===== src/rtl/rtc_bus_scheduler.sv =====
// Multiplexed-bus sequencer for the external RTC: arbitrates the user write port against the per-frame refresh reader.
// Define RTC_SCHED_STATS_EN to add the saturating drop_cnt output for discarded frame ticks.
module rtc_bus_scheduler #(
  parameter int PHASE_CYC = 8,
  parameter int GAP_CYC   = 4
) (
  input  logic        clk,
  input  logic        reset,
  input  logic        frame_tick,
  input  logic        wr_req,
  input  logic [7:0]  wr_addr,
  input  logic [7:0]  wr_data,
  output logic        wr_done,
  input  logic [7:0]  bus_in,
  output logic [7:0]  bus_out,
  output logic        bus_oe,
  output logic        cs_n,
  output logic        a_d_n,
  output logic        rd_n,
  output logic        wr_n,
  output logic [47:0] clk_regs,
  output logic [23:0] tmr_regs,
  output logic        data_valid,
  output logic        busy
`ifdef RTC_SCHED_STATS_EN
  ,
  output logic [15:0] drop_cnt
`endif
);

  localparam int CMAX = (PHASE_CYC > GAP_CYC) ? PHASE_CYC : GAP_CYC;
  localparam int CW   = $clog2(CMAX);
  localparam logic [CW-1:0] PH_LAST  = CW'(PHASE_CYC - 1);
  localparam logic [CW-1:0] PH_SMP   = CW'(PHASE_CYC - 2);
  localparam logic [CW-1:0] GAP_LAST = CW'(GAP_CYC - 1);

  typedef enum logic [1:0] {IDLE, ADDR, DATA, GAP} state_t;

  state_t        state_q, state_d;
  logic [CW-1:0] cnt_q, cnt_d;
  logic          is_wr_q, is_wr_d;
  logic [7:0]    addr_q, addr_d, data_q, data_d;
  logic          ref_q, ref_d;
  logic [3:0]    idx_q, idx_d;
  logic          wr_blk_q;
  logic [7:0]    shadow_q [9];
  logic          commit, sample, drv, strb;

  logic          cs_n_q, cs_n_d, a_d_n_q, a_d_n_d, rd_n_q, rd_n_d, wr_n_q, wr_n_d;
  logic          oe_q, oe_d, wr_done_q, wr_done_d, dv_q, busy_q, busy_d;
  logic [7:0]    bus_out_q, bus_out_d;
  logic [47:0]   clk_regs_q;
  logic [23:0]   tmr_regs_q;

  function automatic logic [7:0] ref_addr(input logic [3:0] i);
    case (i)
      4'd0:    ref_addr = 8'h21;
      4'd1:    ref_addr = 8'h22;
      4'd2:    ref_addr = 8'h23;
      4'd3:    ref_addr = 8'h24;
      4'd4:    ref_addr = 8'h25;
      4'd5:    ref_addr = 8'h26;
      4'd6:    ref_addr = 8'h43;
      4'd7:    ref_addr = 8'h42;
      default: ref_addr = 8'h41;
    endcase
  endfunction

  always_comb begin
    state_d = state_q;
    cnt_d   = cnt_q + CW'(1);
    is_wr_d = is_wr_q;
    addr_d  = addr_q;
    data_d  = data_q;
    idx_d   = idx_q;
    commit  = 1'b0;
    case (state_q)
      IDLE: begin
        cnt_d = '0;
        // wr_blk_q masks the stale wr_req in the cycle right after wr_done
        if (wr_req && !wr_blk_q) begin
          state_d = ADDR;
          is_wr_d = 1'b1;
          addr_d  = wr_addr;
          data_d  = wr_data;
        end else if (ref_q) begin
          state_d = ADDR;
          is_wr_d = 1'b0;
          addr_d  = ref_addr(idx_q);
        end
      end
      ADDR: if (cnt_q == PH_LAST) begin state_d = DATA; cnt_d = '0; end
      DATA: if (cnt_q == PH_LAST) begin state_d = GAP;  cnt_d = '0; end
      GAP: begin
        if (cnt_q == GAP_LAST) begin
          state_d = IDLE;
          cnt_d   = '0;
          if (!is_wr_q) begin
            if (idx_q == 4'd8) begin
              commit = 1'b1;
              idx_d  = 4'd0;
            end else begin
              idx_d = idx_q + 4'd1;
            end
          end
        end
      end
      default: state_d = IDLE;
    endcase

    ref_d  = commit ? 1'b0 : (ref_q | frame_tick);
    sample = (state_q == DATA) && !is_wr_q && (cnt_q == PH_SMP);

    // Outputs are derived from the next state so the registered pins line up with the FSM state
    drv       = (state_d == ADDR) || ((state_d == DATA) && is_wr_d);
    strb      = (cnt_d != PH_LAST);
    cs_n_d    = !((state_d == ADDR) || (state_d == DATA));
    a_d_n_d   = (state_d != ADDR);
    oe_d      = drv;
    bus_out_d = (state_d == ADDR) ? addr_d : (drv ? data_d : 8'h00);
    wr_n_d    = !(drv && strb);
    rd_n_d    = !((state_d == DATA) && !is_wr_d && strb);
    wr_done_d = (state_d == GAP) && (cnt_d == '0) && is_wr_d;
    busy_d    = (state_d != IDLE) || ref_d;
  end

  always_ff @(posedge clk) begin
    if (reset) begin
      state_q    <= IDLE;
      cnt_q      <= '0;
      is_wr_q    <= 1'b0;
      addr_q     <= 8'h00;
      data_q     <= 8'h00;
      ref_q      <= 1'b0;
      idx_q      <= 4'd0;
      wr_blk_q   <= 1'b0;
      cs_n_q     <= 1'b1;
      a_d_n_q    <= 1'b1;
      rd_n_q     <= 1'b1;
      wr_n_q     <= 1'b1;
      oe_q       <= 1'b0;
      bus_out_q  <= 8'h00;
      wr_done_q  <= 1'b0;
      dv_q       <= 1'b0;
      busy_q     <= 1'b0;
      clk_regs_q <= 48'h0;
      tmr_regs_q <= 24'h0;
    end else begin
      state_q   <= state_d;
      cnt_q     <= cnt_d;
      is_wr_q   <= is_wr_d;
      addr_q    <= addr_d;
      data_q    <= data_d;
      ref_q     <= ref_d;
      idx_q     <= idx_d;
      wr_blk_q  <= wr_done_q;
      cs_n_q    <= cs_n_d;
      a_d_n_q   <= a_d_n_d;
      rd_n_q    <= rd_n_d;
      wr_n_q    <= wr_n_d;
      oe_q      <= oe_d;
      bus_out_q <= bus_out_d;
      wr_done_q <= wr_done_d;
      dv_q      <= commit;
      busy_q    <= busy_d;
      if (commit) begin
        clk_regs_q <= {shadow_q[5], shadow_q[4], shadow_q[3], shadow_q[2], shadow_q[1], shadow_q[0]};
        tmr_regs_q <= {shadow_q[8], shadow_q[7], shadow_q[6]};
      end
    end
  end

  always_ff @(posedge clk) begin
    if (sample) shadow_q[idx_q] <= bus_in;
  end

`ifdef RTC_SCHED_STATS_EN
  logic [15:0] drop_q;
  always_ff @(posedge clk) begin
    if (reset) drop_q <= 16'h0;
    else if (frame_tick && ref_q && (drop_q != 16'hFFFF)) drop_q <= drop_q + 16'h1;
  end
  assign drop_cnt = drop_q;
`endif

  assign cs_n       = cs_n_q;
  assign a_d_n      = a_d_n_q;
  assign rd_n       = rd_n_q;
  assign wr_n       = wr_n_q;
  assign bus_oe     = oe_q;
  assign bus_out    = bus_out_q;
  assign wr_done    = wr_done_q;
  assign data_valid = dv_q;
  assign busy       = busy_q;
  assign clk_regs   = clk_regs_q;
  assign tmr_regs   = tmr_regs_q;

endmodule

===== config.mk =====
export PLATFORM = sky130hd
export DESIGN_NAME = rtc_bus_scheduler
export DESIGN_NICKNAME = d
export VERILOG_FILES = /design/src/rtl/rtc_bus_scheduler.sv
export SDC_FILE = /design/constraint.sdc
export NUM_CORES = 1
export LEC_CHECK = 0
export CORE_MARGIN = 2
export CORE_UTILIZATION = 56
export DETAILED_ROUTE_END_ITERATION = 10
export DONT_BUFFER_PORTS = 1
export GPL_TIMING_DRIVEN = 0
export PLACE_DENSITY = 0.81
export SYNTH_ARGS = -nofsm -noshare
export SYNTH_HDL_FRONTEND = slang
export SYNTH_SLANG_ARGS = --single-unit

===== constraint.sdc =====
create_clock -name clk -period 2.46 [get_ports clk]
set_clock_uncertainty 0.05 [all_clocks]
set_input_delay 0.492 -clock clk [delete_from_list [all_inputs] [get_ports clk]]
set_output_delay 0.492 -clock clk [all_outputs]
set_load 0.005 [all_outputs]

## After elaboration in Yosys (flattened, before gate mapping)

Memories as Yosys holds them, arrays and structs flattened. A register that Yosys moved wholly into a read port is not among the register bits.
Cells that the tools add are included.

| storage, ports and cells | value |
|---|---|
| register bits | 44 |
| bits in latches | 0 |
| RAM bits | 72 |
| ROM bits | 40 |
| output and inout bits | 88 |
| logic and storage cells | 88 |
| memories | 2 |

| operators by class | value |
|---|---|
| $add $sub $neg | 2 |
| $mul | 0 |
| div/mod/pow operators | 0 |
| magnitude comparators | 0 |
| equality and inequality tests | 12 |
| shift operators | 0 |
| muxes and demuxes | 30 |
| bitwise logic cells | 2 |
| reduce and logical (&&, ||, !) cells | 23 |

Memory list:

| memory | depth | bits a word | read ports | clocked after memory_dff | write ports | line | source |
|---|---|---|---|---|---|---|---|
| shadow_q | 9 | 8 | 9 | 9 | 1 | 46 | `logic [7:0] shadow_q [9];` |
| (no name shown) | 8 | 5 | 1 | 1 | 0 | 56 | `case (i)` |

Operators by type and width:

| operator | count |
|---|---|
| 8-bit 2-to-1 mux | 8 |
| 3-bit 2-to-1 mux | 4 |
| 1-bit 2-to-1 mux | 10 |
| 2-bit 2-to-1 mux | 5 |
| 1-bit logical AND | 9 |
| 3-bit case mux with 3 select lines | 1 |
| 2-bit == test, second input constant | 4 |
| 2-bit case mux with 4 select lines | 1 |
| 3-bit == test, second input constant | 2 |
| 1-bit zero test | 6 |
| 4-bit by 1-bit adder with 4-bit output, second input constant | 1 |
| 2-bit by 1-bit == test with 1-bit output, second input constant | 2 |
| 4-bit == test, second input constant | 1 |
| 4-bit 2-to-1 mux | 1 |
| 3-bit by 1-bit adder with 3-bit output, second input constant | 1 |
| 3-bit by 2-bit == test with 1-bit output, second input constant | 1 |
| 3-bit zero test | 1 |
| 1-bit logical OR | 3 |
| 3-bit inequality test, second input constant | 1 |
| 3-bit AND reduction | 1 |
| 2-bit zero test | 1 |
| 2-bit by 1-bit inequality test with 1-bit output, second input constant | 1 |
| 2-bit nonzero test | 1 |
| 2-bit OR reduction | 1 |
| 2 further kinds | 2 |

## Logic depth before layout (Yosys ltp)

| depth | value |
|---|---|
| depth after elaboration | 9 |
| depth in mapped cells | 12 |
| gate-level depth less buffers | 10 |

## Worst setup path after synthesis

No wires, ideal clock.

| timing path | value |
|---|---|
| path kind | reg2reg |
| start | register cnt_q[0] |
| end | register (tool-made name) |
| setup time | 0.125 ns |
| arrival | 2.054 ns |
| data required time | 2.285 ns |
| slack | 0.231 ns |
| stages on the path, launching flop included | 13 |
| buffers on the path | 3 |
| clock period less this slack | 2.229 ns |
| cell sequence | dfxtp_1 ha_1 ha_1 and3b_1 buf_6 and3_4 buf_6 buf_12 nor3_4 inv_1 ha_1 inv_1 mux2i_1 |

RTL lines:

| what | line | source |
|---|---|---|
| start, declared | 40 | `logic [CW-1:0] cnt_q, cnt_d;` |
| start signal, assigned | 150 | `cnt_q <= cnt_d;` |

## Worst setup path after layout

| timing path | value |
|---|---|
| start | register state_q[0] |
| end | register wr_n_q (netlist: wr_n) |

| between the ends | value |
|---|---|
| cells in the longest elaborated chain, start to end | 8 |
| elaborated cells on any way between the ends | 20 |

RTL lines:

| what | line | source |
|---|---|---|
| start, declared | 39 | `state_t state_q, state_d;` |
| start signal, assigned | 149 | `state_q <= state_d;` |
| 2-bit 2-to-1 mux | 86 | `end else if (ref_q) begin` |
| 2-bit 2-to-1 mux | 81 | `if (wr_req && !wr_blk_q) begin` |
| 2-bit case mux with 4 select lines * | 77 | `case (state_q)` |
| via state_d[0] | 39 |  |
| 2-bit == test | 115 | `drv = (state_d == ADDR) \|\| ((state_d == DATA) && is_wr_d);` |
| 1-bit logical AND | 115 |  |
| 1-bit logical OR * | 115 |  |
| 1-bit logical AND * | 121 | `wr_n_d = !(drv && strb);` |
| 1-bit zero test * | 121 |  |
| end signal, assigned | 160 | `wr_n_q <= wr_n_d;` |
| end, declared | 49 | `logic cs_n_q, cs_n_d, a_d_n_q, a_d_n_d, rd_n_q, rd_n_d, wr_n_q, wr_n_d;` |

The timed path passes the listed nets; every way through them passes the cells marked *.
A chain may end at the register's enable or synchronous reset.

==> impl_metrics.csv <==
group,metric,value,unit
synth,yosysSeqAreaShare,65.86,%
clocking,numCtsBuffers,17,
job,max-cap-violations,0,
setup_path,worstSetupStartpointType,"flip-flop",
min_path,min_path_type,"primary input to flip-flop",
global_routing,grt_pass1_vias,4417,
place,dp_hpwl,9.819,mm
layout,multi_input_area,2113,µm²
detailed_routing,wl,14.25,mm
sta,slew_violations,0,
place,port_buffers,0,
sta,hold_violations,0,
setup_path,arrival,2.73,ns
setup_path,rr_endpoint,"wr_n$_SDFF_PP1_",
floorplanning,core,12060,µm²
setup_path,worst-path-max-fanout,10,
sta,tightest_slew,0.7153,ns
clocking,hold_buffers,0,
floorplanning,start_util,57.71,%
layout,fillers,905,
sta,slew_headroom,51.81,%
global_routing,grt_start_max_net_pins,17,
layout,fin_nets,679,
layout,register_area,4586,µm²
synth,synth_flop_cell,"dfxtp_1",
min_path,hold_start,"bus_in[2]",
clocking,tritoncts,"done",
detailed_routing,drc,0,
setup_path,rrSetupSlack,0.06,ns
layout,drive_gt1_share,14.33,%
setup_path,cp-end-kind,"flip-flop",
setup_path,r2r_start,"state_q[0]$_SDFF_PP0_",
setup_path,reg2reg_depth,11,
floorplanning,die_y,115.5,µm
floorplanning,fp.dieW,115.5,µm
min_path,hold_end,"shadow_q[3][2]$_DFFE_PP_",
pwr,ir_worst_vdd,484.0,µV
detailed_routing,dr.pass1.iters,4,
min_path,whs_path_depth,0,
place,place_area,7171,µm²
global_routing,grt_usage,22.46,%
pwr,power.density,789.0,nW/µm²
synth,ys_warn_count,0,
global_routing,grt_overflow_total,0,
global_routing,grt_pass1_wl,22.37,mm
layout,antenna_cells,0,
clocking,cts_max_level,4,
detailed_routing,avgRoutedWirePerCell,17.59,µm
pwr,leakage,2.692,nW
global_routing,antenna_found_initial,0,
synth,synth_edf_count,72,
synth,synth_area,6960,µm²
synth,synth.distinct_cells,47,
synth,synthArstFlopShare,0,%
setup_path,required,2.78,ns
sta,max_freq,416.5,MHz
floorplanning,num_io_pins,116,
sta,setup_ws,0.05922,ns
sta,fin_setup_tns,0,ns
clocking,clockBufferDepth,2,
detailed_routing,first_iter_violations,245,
detailed_routing,ant_nets,0,
sta,period_minus_slack,2.401,ns
synth,synth-seq-cells,193,
detailed_routing,num_vias,4394,
floorplanning,row_count,40,
outcome,outcome,"complete, no violations",
layout,area_delta_synth_final,11.70,%
synth,synthCells,607,
detailed_routing,via_per_inst,5.425,
clocking,insertion_delay,0.43,ns
clocking,clock_sink_count,193,
place,pre_cts_ws,0.001096,ns
clocking,ctsRootBufferMaster,"clkbuf_16",
synth,avgSynthCellArea,11.47,µm²
place,gp_routability_congestion,0.7908,
layout,fin_area,7775,µm²
synth,synth_nets,657,
sta,rsz0062_at_grt,"true",
sta,fin_crit_sh,97.59,%
sta,setup_viol,0,
setup_path,worst-setup-path-type,"flip-flop to flip-flop",
floorplanning,die_area,13340,µm²
clocking,clk_pin_slew,0.07,ns
==> how the worst max path moves through the flow <==
stage                     startpoint  cells after the start                    end
3_5_place_dp   state_q[1]$_SDFF_PP0_                      9  bus_out[4]$_SDFF_PP0_
4_1_cts        state_q[1]$_SDFF_PP0_                     11        wr_n$_SDFF_PP1_
2_1_floorplan    cnt_q[0]$_SDFF_PP0_                     12              flip-flop
5_1_grt        state_q[0]$_SDFF_PP0_                     11        wr_n$_SDFF_PP1_
6_report       state_q[0]$_SDFF_PP0_                     11        wr_n$_SDFF_PP1_
3_3_place_gp     cnt_q[0]$_SDFF_PP0_                     12              flip-flop
==> sequential cells by signal (all words and copies together), names as in the netlist, 3 cells and up, named ones only <==
signal	cells
bus_out	8
data_q	8
clk_regs	48
tmr_regs	24
addr_q	8
cnt_q	3
idx_q	4
shadow_q	72
==> through the flow <==
stage	cells	hold WS [ns]	util (%)	total power, mW
CTS	808	0.09051	64.14	6.153
detailed placement	775	0.4195	59.45	3.633
global route	810	0.08871	64.46	6.324
finish	810	0.1046	64.46	6.135
global placement	775	0.4151	59.45	3.621
floorplan	607	0.4027	-	3.583
==> routing by layer <==
metal / GRT usage, % / wire, µm
met1: 26.01 / 5493
met2: 38.99 / 7373
met3: 6.799 / 1171
met4: 9.157 / 210
met5: 0 / 0
==> logic make-up after synthesis <==
group                    Yosys count  share of synthesized area (%)
AO/OA/AOI/OAI                    107                          9.599
adder cells (fa/ha/maj)           22                          3.955
buffers and inverters             50                          4.098
multiplexers                      11                          1.582
XOR/XNOR                           3                         0.3776
AND/OR/NAND/NOR                  221                          14.52
flip-flops                       193                          65.86
==> repair_timing <==
action                                  in CTS  in global routing
endpoints found under the setup margin       1                 20
pin swaps                                    0                  2
hold endpoints to repair                     0                  0
resized for setup                            0                  7
setup buffers                                1                  2
==> critical path, stage by stage, from the launching register on <==
cell and delay (ns):
dfxtp_1 0.37, inv_1 0.12, ha_2 0.26, inv_1 0.09
nor4_1 0.35, a31o_2 0.21, inv_1 0.07, ha_1 0.22
nand2b_1 0.07, buf_2 0.22, a21bo_2 0.26, nand2_1 0.06
==> where the power goes <==
part           internal [mW]  leakage [nW]  total, mW  switching (mW)
registers               3.35          1.63       3.38          0.0225
clock network           1.41         0.281       2.57            1.15
logic                 0.0689         0.783      0.193           0.124
total                   4.84          2.69       6.13            1.30
==> cell type report <==
cell class,count,share of cell area [%]
Inverter,16,0.7724
Tap cell,168,2.704
Buffer,34,2.897
Sequential cell,193,58.98
Clock inverter,10,0.9334
Clock buffer,22,6.244
Timing Repair Buffer,3,0.2897
Multi-Input combinational cell,364,27.18
==> synthesized netlist by cell type (all sizes together) (5+ instances only) <==
library cell / instances / share of area [%]
o22ai: 8 / 0.72
buf: 21 / 2.5
inv: 16 / 0.86
edfxtp: 72 / 31
mux2i: 11 / 1.6
nor2: 28 / 1.5
clkbuf: 13 / 0.70
a21oi: 75 / 6.2
nor3: 12 / 1.2
o21ai: 5 / 0.36
nand2: 148 / 8.3
dfxtp: 121 / 35
ha: 22 / 4.0
and2: 9 / 0.81
==> placed cells by master (no fill, tap or decap), drive strengths merged, types with 4 or more instances in the layout <==
cell	netlist	final
clkbuf	13	35
clkinv	0	6
ha	22	22
edfxtp	72	72
inv	16	20
o21ai	5	5
buf	21	24
dfxtp	121	121
nor2	28	28
mux2i	11	11
nand2	148	148
nor2b	4	4
a22oi	4	4
o22ai	8	8
a21oi	75	75
and2	9	9
nor3	12	12
No activity file was read; power rests on OpenSTA's default activity.
